$ cat config.mk
export PLATFORM = sky130hd
export DESIGN_NAME = hyper_rx_packer
export DESIGN_NICKNAME = d
export VERILOG_FILES = /design/src/rtl/hyper_pkg.sv /design/src/rtl/udma_pkg.sv /design/src/rtl/hyper_rx_packer.sv
export SDC_FILE = /design/constraint.sdc
export NUM_CORES = 1
export LEC_CHECK = 0
export BUFFER_PORTS_ARGS = -buffer_cell sky130_fd_sc_hd__buf_2
export CAP_MARGIN = 20
export CORE_ASPECT_RATIO = 0.9
export CORE_MARGIN = 5
export CORE_UTILIZATION = 57
export CTS_BUF_LIST = sky130_fd_sc_hd__clkbuf_16
export DETAILED_ROUTE_END_ITERATION = 12
export PLACE_DENSITY = 0.91
export RECOVER_POWER = 25
export SETUP_SLACK_MARGIN = 0.4
export SLEW_MARGIN = 20
export SYNTH_ARGS = -nofsm -noshare
export SYNTH_HDL_FRONTEND = slang
export SYNTH_SLANG_ARGS = --single-unit
$ cat constraint.sdc
create_clock -name sys_clk_i -period 3.75 [get_ports sys_clk_i]
set_clock_uncertainty 0.1 [all_clocks]
set_input_delay 0.5625 -clock sys_clk_i [delete_from_list [all_inputs] [get_ports sys_clk_i]]
set_output_delay 0.5625 -clock sys_clk_i [all_outputs]
set_load 0.005 [all_outputs]
$ cat src/rtl/hyper_pkg.sv
// HyperBus RX beat format and the packer's transfer state encoding.
package hyper_pkg;

    typedef struct packed {
        logic [15:0] data;
        logic [1:0]  be;
        logic        last;
    } hyper_rx_beat_t;

    typedef enum logic [1:0] {
        ST_IDLE  = 2'd0,
        ST_RUN   = 2'd1,
        ST_FLUSH = 2'd2
    } packer_state_e;

endpackage

$ cat src/rtl/udma_pkg.sv
// Shared uDMA constants: transfer counter width and the datasize encoding
// used on the linear RX channel.
package udma_pkg;

    localparam int TRANS_SIZE = 20;

    localparam logic [1:0] DS_BYTE = 2'b00;
    localparam logic [1:0] DS_HALF = 2'b01;
    localparam logic [1:0] DS_WORD = 2'b10;

endpackage

$ cat src/rtl/hyper_rx_packer.sv
// Packs 16-bit HyperBus read beats (with byte enables) into little-endian
// 32-bit uDMA writes, flushing residual bytes as halfword/byte at end of transfer.
module hyper_rx_packer #(
    parameter int TRANS_SIZE = udma_pkg::TRANS_SIZE,
    parameter bit SWAP_BYTES = 1'b0
) (
    input  logic                  sys_clk_i,
    input  logic                  rstn_i,
    input  logic                  clr_i,
    input  logic [15:0]           in_data_i,
    input  logic [1:0]            in_be_i,
    input  logic                  in_last_i,
    input  logic                  in_valid_i,
    output logic                  in_ready_o,
    output logic [31:0]           out_data_o,
    output logic [1:0]            out_datasize_o,
    output logic                  out_valid_o,
    input  logic                  out_ready_i,
    output logic [TRANS_SIZE-1:0] rx_bytes_o,
    output logic                  eot_o
);
    import hyper_pkg::*;

    // Byte lane k of the accumulator is acc[8k+7:8k]; lanes at or above cnt are kept zero.
    logic [47:0]           acc_q, acc_d;
    logic [2:0]            cnt_q, cnt_d;
    packer_state_e         state_q, state_d;
    logic [TRANS_SIZE-1:0] rx_bytes_q, rx_bytes_d;
    logic                  eot_q, eot_d;

    hyper_rx_beat_t beat;
    logic           flushing;
    logic           push, pop;
    logic [2:0]     size_n;
    logic [2:0]     pop_n, push_n, base;
    logic [7:0]     byte_lo, byte_hi;
    logic [15:0]    new_bytes;

    assign beat     = '{data: in_data_i, be: in_be_i, last: in_last_i};
    assign flushing = (state_q == ST_FLUSH);

    // Size of the write currently presented; zero means nothing is offered.
    always_comb begin
        size_n = 3'd0;
        if (flushing) begin
            if (cnt_q >= 3'd4)      size_n = 3'd4;
            else if (cnt_q >= 3'd2) size_n = 3'd2;
            else if (cnt_q == 3'd1) size_n = 3'd1;
        end else if (cnt_q >= 3'd4) begin
            size_n = 3'd4;
        end
    end

    assign in_ready_o  = !flushing && (cnt_q <= 3'd4);
    assign out_valid_o = (size_n != 3'd0);

    always_comb begin
        out_data_o     = 32'h0;
        out_datasize_o = udma_pkg::DS_WORD;
        case (size_n)
            3'd4: out_data_o = acc_q[31:0];
            3'd2: begin
                out_data_o     = {16'h0, acc_q[15:0]};
                out_datasize_o = udma_pkg::DS_HALF;
            end
            3'd1: begin
                out_data_o     = {24'h0, acc_q[7:0]};
                out_datasize_o = udma_pkg::DS_BYTE;
            end
            default: ;
        endcase
    end

    assign rx_bytes_o = rx_bytes_q;
    assign eot_o      = eot_q;

    assign byte_lo = SWAP_BYTES ? beat.data[15:8] : beat.data[7:0];
    assign byte_hi = SWAP_BYTES ? beat.data[7:0]  : beat.data[15:8];

    // Shift out the popped bytes and append the pushed ones in a single step,
    // so a simultaneous pop and push neither loses nor duplicates data.
    always_comb begin
        push   = in_valid_i && in_ready_o;
        pop    = out_valid_o && out_ready_i;
        pop_n  = pop ? size_n : 3'd0;
        push_n = push ? ({2'b00, beat.be[0]} + {2'b00, beat.be[1]}) : 3'd0;
        base   = cnt_q - pop_n;

        new_bytes = 16'h0;
        case (beat.be)
            2'b01:   new_bytes = {8'h00, byte_lo};
            2'b10:   new_bytes = {8'h00, byte_hi};
            2'b11:   new_bytes = {byte_hi, byte_lo};
            default: new_bytes = 16'h0;
        endcase

        acc_d = acc_q >> {pop_n, 3'b000};
        if (push) begin
            acc_d = acc_d | ({32'h0, new_bytes} << {base, 3'b000});
        end
        cnt_d      = cnt_q - pop_n + push_n;
        rx_bytes_d = rx_bytes_q + TRANS_SIZE'(pop_n);

        state_d = state_q;
        eot_d   = 1'b0;
        case (state_q)
            ST_IDLE, ST_RUN: begin
                if (push) begin
                    if (!beat.last) begin
                        state_d = ST_RUN;
                    end else if (cnt_d == 3'd0) begin
                        state_d = ST_IDLE;
                        eot_d   = 1'b1;
                    end else begin
                        state_d = ST_FLUSH;
                    end
                end
            end
            ST_FLUSH: begin
                if (cnt_d == 3'd0) begin
                    state_d = ST_IDLE;
                    eot_d   = 1'b1;
                end
            end
            default: state_d = ST_IDLE;
        endcase
    end

    always_ff @(posedge sys_clk_i or negedge rstn_i) begin
        if (!rstn_i) begin
            acc_q      <= '0;
            cnt_q      <= '0;
            state_q    <= ST_IDLE;
            rx_bytes_q <= '0;
            eot_q      <= 1'b0;
        end else if (clr_i) begin
            acc_q      <= '0;
            cnt_q      <= '0;
            state_q    <= ST_IDLE;
            rx_bytes_q <= '0;
            eot_q      <= 1'b0;
        end else begin
            acc_q      <= acc_d;
            cnt_q      <= cnt_d;
            state_q    <= state_d;
            rx_bytes_q <= rx_bytes_d;
            eot_q      <= eot_d;
        end
    end

endmodule

==> flow_summary.json, run 1 <==
{
  "path_class": "primary input to register",
  "postPlaceCellArea_mm2": 0.00536,
  "worstPathRequired_ns": 3.83,
  "post-place-cells": 720,
  "clk_path_buf_depth": 2,
  "wl_um": 15700,
  "place_hpwl_um": 10600,
  "fmax_mhz": 312,
  "cts-root-buf": "clkbuf_16",
  "path_cells": "buf_2, inv_1, or3_1, buf_4, fa_1, nand2b_1, a21oi_1, nand4_1, xor2_1, nor2_1",
  "avgSynthCellArea_um2": 8.95,
  "pre_cts_ws_ns": 0.386,
  "ant_nets": 0,
  "start_util_pct": 57.8,
  "start_kind": "primary input",
  "rows": 32,
  "grt_pass1_vias": 4736,
  "cp_slowest_cell": "fa_1",
  "nFillCells": 656,
  "tns_ns": 0,
  "p_leak_nw": 2.64,
  "die_w_um": 108,
  "cp_num_buf_inv": 3,
  "status": "complete, but fails checks",
  "rsz0062_at_grt": "no",
  "finalPower_mw": 2.34,
  "ios": 81,
  "cp.depth": 10,
  "syn_area_mm2": 0.00491,
  "worstPathArrival_ns": 3.28,
  "worstReg2RegStart": "state_q[1]",
  "post_cts_buffers": 0,
  "drt_iter0_markers": 760,
  "post_cts_resize_count": 0,
  "synth_top_flop_cell": "dfrtp_1",
  "fin_crit_sh_pct": 85.3,
  "hold_path_class": "primary input to asynchronous set/reset pin",
  "viasPerCell": 6.69,
  "drv_slew": 31,
  "layout_common_cells": "buf_2 (79), dfrtp_1 (74), nand2_1 (39), a21oi_1 (35), nor2_1 (33)",
  "die_area_mm2": 0.0106,
  "vias": 4923,
  "synth_edf_count": 0,
  "drv_cap": 1,
  "endpoint_kind": "register",
  "ys_types": 58,
  "place_congestion": 0.940,
  "fin_area_mm2": 0.00564,
  "layout.nets": 646,
  "reg2reg_to": "rx_bytes_o[10]",
  "ys_seq_area_share_pct": 37.7,
  "grt_max_degree": 58,
  "netlist.area_leader.share_pct": 37.7,
  "wire_per_inst_um": 21.4,
  "critPathTopFamily": "simple AND/OR/NAND/NOR gates",
  "yosysTopAreaCell": "dfrtp_1",
  "ys_async_sr_fraction_pct": 100,
  "first_pass_iters": 6,
  "io_buffers": 80,
  "setup_ws_ns": 0.550,
  "fin_util_pct": 66.4,
  "gr-usage-all-layers_pct": 30.0,
  "syn_to_final_growth_pct": 14.9,
  "report.final.setup_viol": 0,
  "syn_nets": 582,
  "irDropWorstVdd_v": 0.000228,
  "final_common_cell": "buf_2",
  "cts-buffers-inserted": 9,
  "die_y_um": 98.0,
  "worst_hold_slack_ns": 0.351,
  "cts.sinks": 74,
  "synth_area_leaders": "dfrtp_1 (38%), mux2i_1 (5.3%), a21oi_1 (3.6%)",
  "p_per_area_mw_per_mm2": 414,
  "r2r_slack_ns": 0.59,
  "yosys_warnings": 0,
  "drc": 0,
  "stdcell_count": 736,
  "drive_above_1_share_pct": 18.5,
  "netlist_instances": 548,
  "slowest_delay_ns": 0.47,
  "synth-seq-cells": 74,
  "min_period_ns": 3.20,
  "finalHoldViolations": 0,
  "grt-ovfl-total": 0,
  "core_area_mm2": 0.00849,
  "worstMarginPinSlew_ns": 1.60,
  "cts_tree": "built",
  "worstPathMaxFanout": 31,
  "path_clk_slew_ns": 0.06,
  "grt_antenna_before_repair": 0,
  "antenna_cells": 0,
  "r2r_cells": 9,
  "htree_levels": 3,
  "grt_pass1_wl_um": 25100,
  "failed_checks": "max-capacitance violations, max-slew violations",
  "clk-insertion-delay-late_ns": 0.33,
  "ctsHoldBuffers": 0,
  "relSlewSlack_pct": -6.94
}
synth_stat cells, types with 8 or more instances:
cell type / instances
mux2i_1: 26
nor2_1: 33
nor2b_1: 22
nand2_1: 39
o21ai_0: 26
xor2_1: 18
a211o_1: 11
clkbuf_1: 24
a221o_1: 9
o22ai_1: 27
a31oi_1: 8
nor3_1: 13
inv_1: 20
a21oi_1: 35
o221ai_1: 19
o21bai_1: 19
a2bb2oi_1: 8
and2_1: 27
dfrtp_1: 74
worst register-to-register path, delay by kind of cell, from the launching register on:
kind / cells / cell delay [ns]
buffers and inverters: 1 / 0.28
AO/OA/AOI/OAI: 1 / 0.45
adder cells (fa/ha/maj): 1 / 0.48
XOR/XNOR: 1 / 0.19
AND/OR/NAND/NOR: 5 / 1.01
flip-flops: 1 / 0.52
worst max path at each step:
| stage | start | endpoint | slack, ns |
|---|---|---|---|
| floorplan | out_ready_i | eot_o | 0.72 |
| finish | out_ready_i | rx_bytes_o[10] | 0.55 |
| global route | state_q[1] | acc_q[22] | 0.43 |
| global placement | out_ready_i | rx_bytes_o[16] | 0.51 |
| CTS | out_ready_i | rx_bytes_o[10] | 0.68 |
| detailed placement | out_ready_i | rx_bytes_o[10] | 0.39 |
flip-flops by register name, indices dropped and copies added, names as in the netlist:
name	count
acc_q	48
cnt_q	3
eot_o	1
rx_bytes_o	20
state_q	2
kinds of logic after synthesis:
family                   synth area share [%]
buffers and inverters                    5.74
adder cells (fa/ha/maj)                  3.01
flip-flops                               37.7
multiplexers                             5.30
XOR/XNOR                                 3.57
AO/OA/AOI/OAI                            25.5
AND/OR/NAND/NOR                          19.1
other                                  0.0764
report_power, final:
| group | internal, mW | total (mW) | switching (mW) |
|---|---|---|---|
| clock network | 0.507 | 0.849 | 0.342 |
| logic | 0.209 | 0.591 | 0.382 |
| registers | 0.843 | 0.896 | 0.0532 |
final cells by class:
type                            instances  area, µm²  share of cell area, %
Timing Repair Buffer                   94        497                   8.81
Tap cell                              119        149                   2.64
Inverter                               21       78.8                   1.40
Multi-Input combinational cell        412       2770                   49.2
Clock inverter                          7       61.3                   1.09
Clock buffer                            9        225                   4.00
Sequential cell                        74       1850                   32.9
routing by layer:
layer | up-vias | routed length [µm] | GRT usage [%]
li1 | 2126 | - | -
met1 | 2324 | 5910 | 40.3
met2 | 400 | 7040 | 45.0
met3 | 73 | 2250 | 10.4
met4 | 0 | 539 | 10.8
met5 | - | 0 | 0
Power figures use the tool's default switching activity.
==> inputs of run 2 (changes only) <==
--- a/config.mk
+++ b/config.mk
@@ -9,11 +9,10 @@
 export CAP_MARGIN = 20
 export CORE_ASPECT_RATIO = 0.9
 export CORE_MARGIN = 5
-export CORE_UTILIZATION = 57
+export CORE_UTILIZATION = 60
 export CTS_BUF_LIST = sky130_fd_sc_hd__clkbuf_16
 export DETAILED_ROUTE_END_ITERATION = 12
-export PLACE_DENSITY = 0.91
-export RECOVER_POWER = 25
+export PLACE_DENSITY = 0.94
 export SETUP_SLACK_MARGIN = 0.4
 export SLEW_MARGIN = 20
 export SYNTH_ARGS = -nofsm -noshare
==> constraint.sdc (replaced) <==
create_clock -name sys_clk_i -period 3.99 [get_ports sys_clk_i]
set_clock_uncertainty 0.1 [all_clocks]
set_input_delay 0.5985 -clock sys_clk_i [delete_from_list [all_inputs] [get_ports sys_clk_i]]
set_output_delay 0.5985 -clock sys_clk_i [all_outputs]
set_load 0.005 [all_outputs]
==> flow_summary.json, run 2 (same netlist as run 1, synthesis figures left out) <==
{
  "status": "finished, final reports clean",
  "clk-insertion-delay-late_ns": 0.34,
  "die_area_mm2": 0.0101,
  "slowest_delay_ns": 1.02,
  "path_clk_slew_ns": 0.06,
  "min_period_ns": 3.41,
  "switching_share_pct": 33.5,
  "viasPerCell": 6.88,
  "p_leak_nw": 2.63,
  "core_area_mm2": 0.00803,
  "clk_path_buf_depth": 2,
  "grt_antenna_before_repair": 0,
  "path_class": "register to register",
  "layout_common_cells": "buf_2 (80), dfrtp_1 (74), nand2_1 (39), a21oi_1 (35), nor2_1 (33)",
  "drv_slew": 0,
  "drv_cap": 0,
  "worstPathRequired_ns": 4.08,
  "r2r_cells": 9,
  "cts.sinks": 74,
  "setup_ws_ns": 0.576,
  "pre_cts_ws_ns": 0.556,
  "post_cts_resize_count": 0,
  "place_congestion": 1.03,
  "post_cts_buffers": 0,
  "io_buffers": 80,
  "p_per_area_mw_per_mm2": 392,
  "wire_per_inst_um": 22.3,
  "htree_levels": 3,
  "irDropWorstVdd_v": 0.000244,
  "drt_iter0_markers": 781,
  "start_util_pct": 61.1,
  "final_common_cell": "buf_2",
  "cp_num_buf_inv": 0,
  "start_kind": "register",
  "cts_tree": "built",
  "p_seq_share_pct": 39.2,
  "first_pass_iters": 6,
  "grt_pass1_wl_um": 25000,
  "vias": 4900,
  "worstMarginPinSlew_ns": 1.10,
  "rows": 31,
  "layout.nets": 642,
  "place_hpwl_um": 10500,
  "rsz0062_at_grt": "no",
  "cp_slowest_cell": "dfrtp_1",
  "hold_path_class": "primary input to asynchronous set/reset pin",
  "finalHoldViolations": 0,
  "gr-usage-all-layers_pct": 31.7,
  "pwr-share-comb_pct": 24.4,
  "clockPowerShare_pct": 36.5,
  "worstPathArrival_ns": 3.50,
  "ios": 81,
  "relSlewSlack_pct": 26.5,
  "cts-buffers-inserted": 9,
  "fmax_mhz": 293,
  "largest_register": "acc_q",
  "die_w_um": 105,
  "largest_register_ffs": 48,
  "tns_ns": 0,
  "finalPower_mw": 2.20,
  "critPathMostFrequentCell": "nand2b_1",
  "cts-root-buf": "clkbuf_16",
  "antenna_cells": 0,
  "fin_crit_sh_pct": 85.6,
  "worstPathMaxFanout": 25,
  "grt-ovfl-total": 0,
  "syn_to_final_growth_pct": 14.2,
  "p_int_mw": 1.46,
  "drc": 0,
  "endpoint_kind": "register",
  "grt_max_degree": 75,
  "ctsHoldBuffers": 0,
  "critPathTopFamily": "simple AND/OR/NAND/NOR gates",
  "path_cells": "nand2b_1, nor2_2, nand2_1, fa_1, nand2b_1, a21oi_1, nand4_1, xor2_1, nor2_1",
  "grt_pass1_vias": 4671,
  "drive_above_1_share_pct": 18.4,
  "wl_um": 15900,
  "cp.depth": 9,
  "report.final.setup_viol": 0,
  "die_y_um": 95.8,
  "switching_power_mw": 0.735,
  "ant_nets": 0
}
==> run 2: area by class of cell <==
| cell class | instances | area (µm²) |
|---|---|---|
| multi-input combinational | 412 | 2770 |
| fill | 621 | 2430 |
| sequential | 74 | 1850 |
| timing repair buffer | 90 | 488 |
| clock buffer | 9 | 225 |
| tap | 99 | 124 |
| inverter | 21 | 78.8 |
| clock inverter | 7 | 61.3 |
==> run 2: metrics by stage <==
stage | cell area, µm² | util (%) | hold WS, ns | cells
3_5_place_dp | 5320 | 66.2 | 0.426 | 696
2_1_floorplan | 4910 | - | 0.203 | 548
4_1_cts | 5600 | 69.8 | 0.206 | 712
6_report | 5600 | 69.8 | 0.181 | 712
3_3_place_gp | 5320 | 66.2 | 0.416 | 696
5_1_grt | 5600 | 69.8 | 0.235 | 712
==> run 2: metal layers <==
metal  wire length [µm]  track usage, %  vias up
li1                   -               -     2136
met1               6040            42.1     2262
met2               7130            48.7      433
met3               2160            8.52       69
met4                533            14.8        0
met5                  0               0        -
==> run 2: path summary, 6_finish.rpt <==
kind,endpoint,start,slack (ns)
max reg2reg,rx_bytes_o[10],cnt_q[0],0.58
max,rx_bytes_o[10],cnt_q[0],0.58
min in group sys_clk_i,state_q[0],in_last_i,0.36
min,rx_bytes_o[15],rstn_i,0.18
max in group asynchronous,acc_q[19],rstn_i,3.28
min reg2reg,rx_bytes_o[19],rx_bytes_o[19],0.44
==> run 2: power groups by stage <==
stage / clock network (mW) / registers [mW] / logic (mW)
after detailed placement: 0 / 0.867 / 0.506
after CTS: 0.789 / 0.854 / 0.518
after floorplan: 0 / 0.835 / 0.377
after global placement: 0 / 0.863 / 0.489
after global routing: 0.825 / 0.862 / 0.571
final: 0.801 / 0.860 / 0.535
==> inputs of run 3 (changes only) <==
--- a/config.mk
+++ b/config.mk
@@ -9,10 +9,10 @@
 export CAP_MARGIN = 20
 export CORE_ASPECT_RATIO = 0.9
 export CORE_MARGIN = 5
-export CORE_UTILIZATION = 60
+export CORE_UTILIZATION = 30
 export CTS_BUF_LIST = sky130_fd_sc_hd__clkbuf_16
 export DETAILED_ROUTE_END_ITERATION = 12
-export PLACE_DENSITY = 0.94
+export PLACE_DENSITY = 0.58
 export SETUP_SLACK_MARGIN = 0.4
 export SLEW_MARGIN = 20
 export SYNTH_ARGS = -nofsm -noshare
==> flow_summary.json, run 3 (same netlist as run 1, synthesis figures left out) <==
{
  "pwr-share-comb_pct": 24.2,
  "largest_register": "acc_q",
  "endpoint_kind": "register",
  "grt_pass1_wl_um": 26800,
  "status": "finished, final reports clean",
  "die_w_um": 145,
  "worstPathRequired_ns": 4.06,
  "wl_um": 16800,
  "irDropWorstVdd_v": 0.000196,
  "drt_iter0_markers": 416,
  "switching_share_pct": 31.5,
  "hold_path_class": "primary input to asynchronous set/reset pin",
  "worstReg2RegStart": "cnt_q[1]",
  "grtUsageMet3_pct": 3.38,
  "syn_to_final_growth_pct": 18.5,
  "clk_path_buf_depth": 2,
  "cp_slowest_cell": "fa_1",
  "first_pass_iters": 5,
  "clockPowerShare_pct": 39.8,
  "die_y_um": 131,
  "ctsHoldBuffers": 0,
  "core_area_mm2": 0.0161,
  "p_per_area_mw_per_mm2": 402,
  "nFillCells": 1688,
  "grt_pass1_vias": 4679,
  "grt_max_degree": 58,
  "io_buffers": 80,
  "top_usage_layer": "met1",
  "htree_levels": 3,
  "startpoint": "cnt_q[1]",
  "fin_crit_sh_pct": 76.9,
  "cts-buffers-inserted": 9,
  "worstPathMaxFanout": 10,
  "gr-usage-met2_pct": 25.6,
  "fmax_mhz": 326,
  "setup_ws_ns": 0.923,
  "tns_ns": 0,
  "drv_cap": 0,
  "cp_num_buf_inv": 1,
  "drive_above_1_share_pct": 19.0,
  "p_int_mw": 1.60,
  "drc": 0,
  "p_seq_share_pct": 36.0,
  "critPathTopFamily": "adder cells",
  "r2r_slack_ns": 0.92,
  "clk-insertion-delay-late_ns": 0.34,
  "place_hpwl_um": 11700,
  "reg2reg_to": "acc_q[39]",
  "grt-ovfl-total": 0,
  "pre_cts_ws_ns": 0.787,
  "final_common_cell": "buf_2",
  "wire_per_inst_um": 20.5,
  "finalHoldViolations": 0,
  "grt_antenna_before_repair": 0,
  "post_cts_resize_count": 0,
  "rsz0062_at_grt": "no",
  "relSlewSlack_pct": 29.3,
  "min_period_ns": 3.07,
  "cts.sinks": 74,
  "cp.depth": 9,
  "layout_common_cells": "buf_2 (79), dfrtp_1 (74), nand2_1 (39), a21oi_1 (34), nor2_1 (33)",
  "gr-usage-all-layers_pct": 17.9,
  "cts_tree": "built",
  "r2r_cells": 9,
  "cts-root-buf": "clkbuf_16",
  "p_leak_nw": 2.67,
  "antenna_cells": 0,
  "report.final.setup_viol": 0,
  "slowest_delay_ns": 0.69,
  "worst_hold_slack_ns": 0.156,
  "layout.nets": 645,
  "switching_power_mw": 0.736,
  "start_kind": "register",
  "regArea_mm2": 0.00185,
  "vias": 4660,
  "largest_register_ffs": 48,
  "fin_area_mm2": 0.00581,
  "rows": 44,
  "viasPerCell": 5.66,
  "postPlaceCellArea_mm2": 0.00548,
  "drv_slew": 0,
  "gr-usage-met1_pct": 26.3,
  "die_area_mm2": 0.0190,
  "ant_nets": 0,
  "multi_input_area_mm2": 0.00278,
  "path_clk_slew_ns": 0.06,
  "ios": 81,
  "path_cells": "nand3b_1, or3_1, inv_1, fa_1, nor2b_1, mux2i_1, nor3_1, a31oi_1, o22ai_1",
  "place_congestion": 0.885,
  "worstMarginPinSlew_ns": 1.06,
  "post_cts_buffers": 0,
  "worstPathArrival_ns": 3.14,
  "start_util_pct": 30.5,
  "path_class": "register to register"
}
-- run 3: cell count changes in the layout (fill, tap and decap cells not counted), sizes merged --
cell,change
buf,+3
clkinv,-1
bufinv,+2
clkinvlp,-1
-- run 3: layout make-up --
class | instances | share of cell area, %
tap | 207 | 4.45
timing repair buffer | 93 | 8.82
sequential | 74 | 31.8
multi-input combinational | 412 | 47.8
clock buffer | 9 | 3.87
clock inverter | 7 | 1.87
inverter | 21 | 1.36
-- run 3: per-layer routing --
| metal | routed length, µm | share of wire [%] | vias to the layer above |
|---|---|---|---|
| met2 | 7440 | 44 | 248 |
| met4 | 590 | 3.5 | 0 |
| met1 | 7220 | 43 | 2248 |
| li1 | - | - | 2127 |
| met5 | 0 | 0 | - |
| met3 | 1600 | 9.5 | 37 |
-- run 3: worst max-delay path by stage --
stage,to,slack [ns]
2_1_floorplan,eot_o,0.93
3_3_place_gp,rx_bytes_o[16],0.87
3_5_place_dp,acc_q[22],0.79
4_1_cts,acc_q[22],0.98
5_1_grt,acc_q[18],0.69
6_report,acc_q[39],0.92
-- run 3: power by group through the flow --
stage	Clock [mW]	Sequential (mW)	Combinational (mW)
after floorplan	0	0.835	0.377
after global placement	0	0.852	0.543
after detailed placement	0	0.853	0.552
after CTS	0.941	0.840	0.554
after global routing	0.965	0.847	0.611
final	0.930	0.840	0.564
-- run 3: worst reg2reg max path: stages (launching register included) --
cell	delay [ns]
dfrtp_1	0.46
nand3b_1	0.13
or3_1	0.13
inv_1	0.13
fa_1	0.69
nor2b_1	0.09
mux2i_1	0.61
nor3_1	0.10
a31oi_1	0.33
o22ai_1	0.12
-- run 3: through the flow --
step	util [%]	cells	total power, mW
after global routing	36.2	823	2.42
after detailed placement	34.1	807	1.40
final	36.2	823	2.33
after CTS	36.2	823	2.33
after global placement	34.1	807	1.40
after floorplan	-	548	1.21
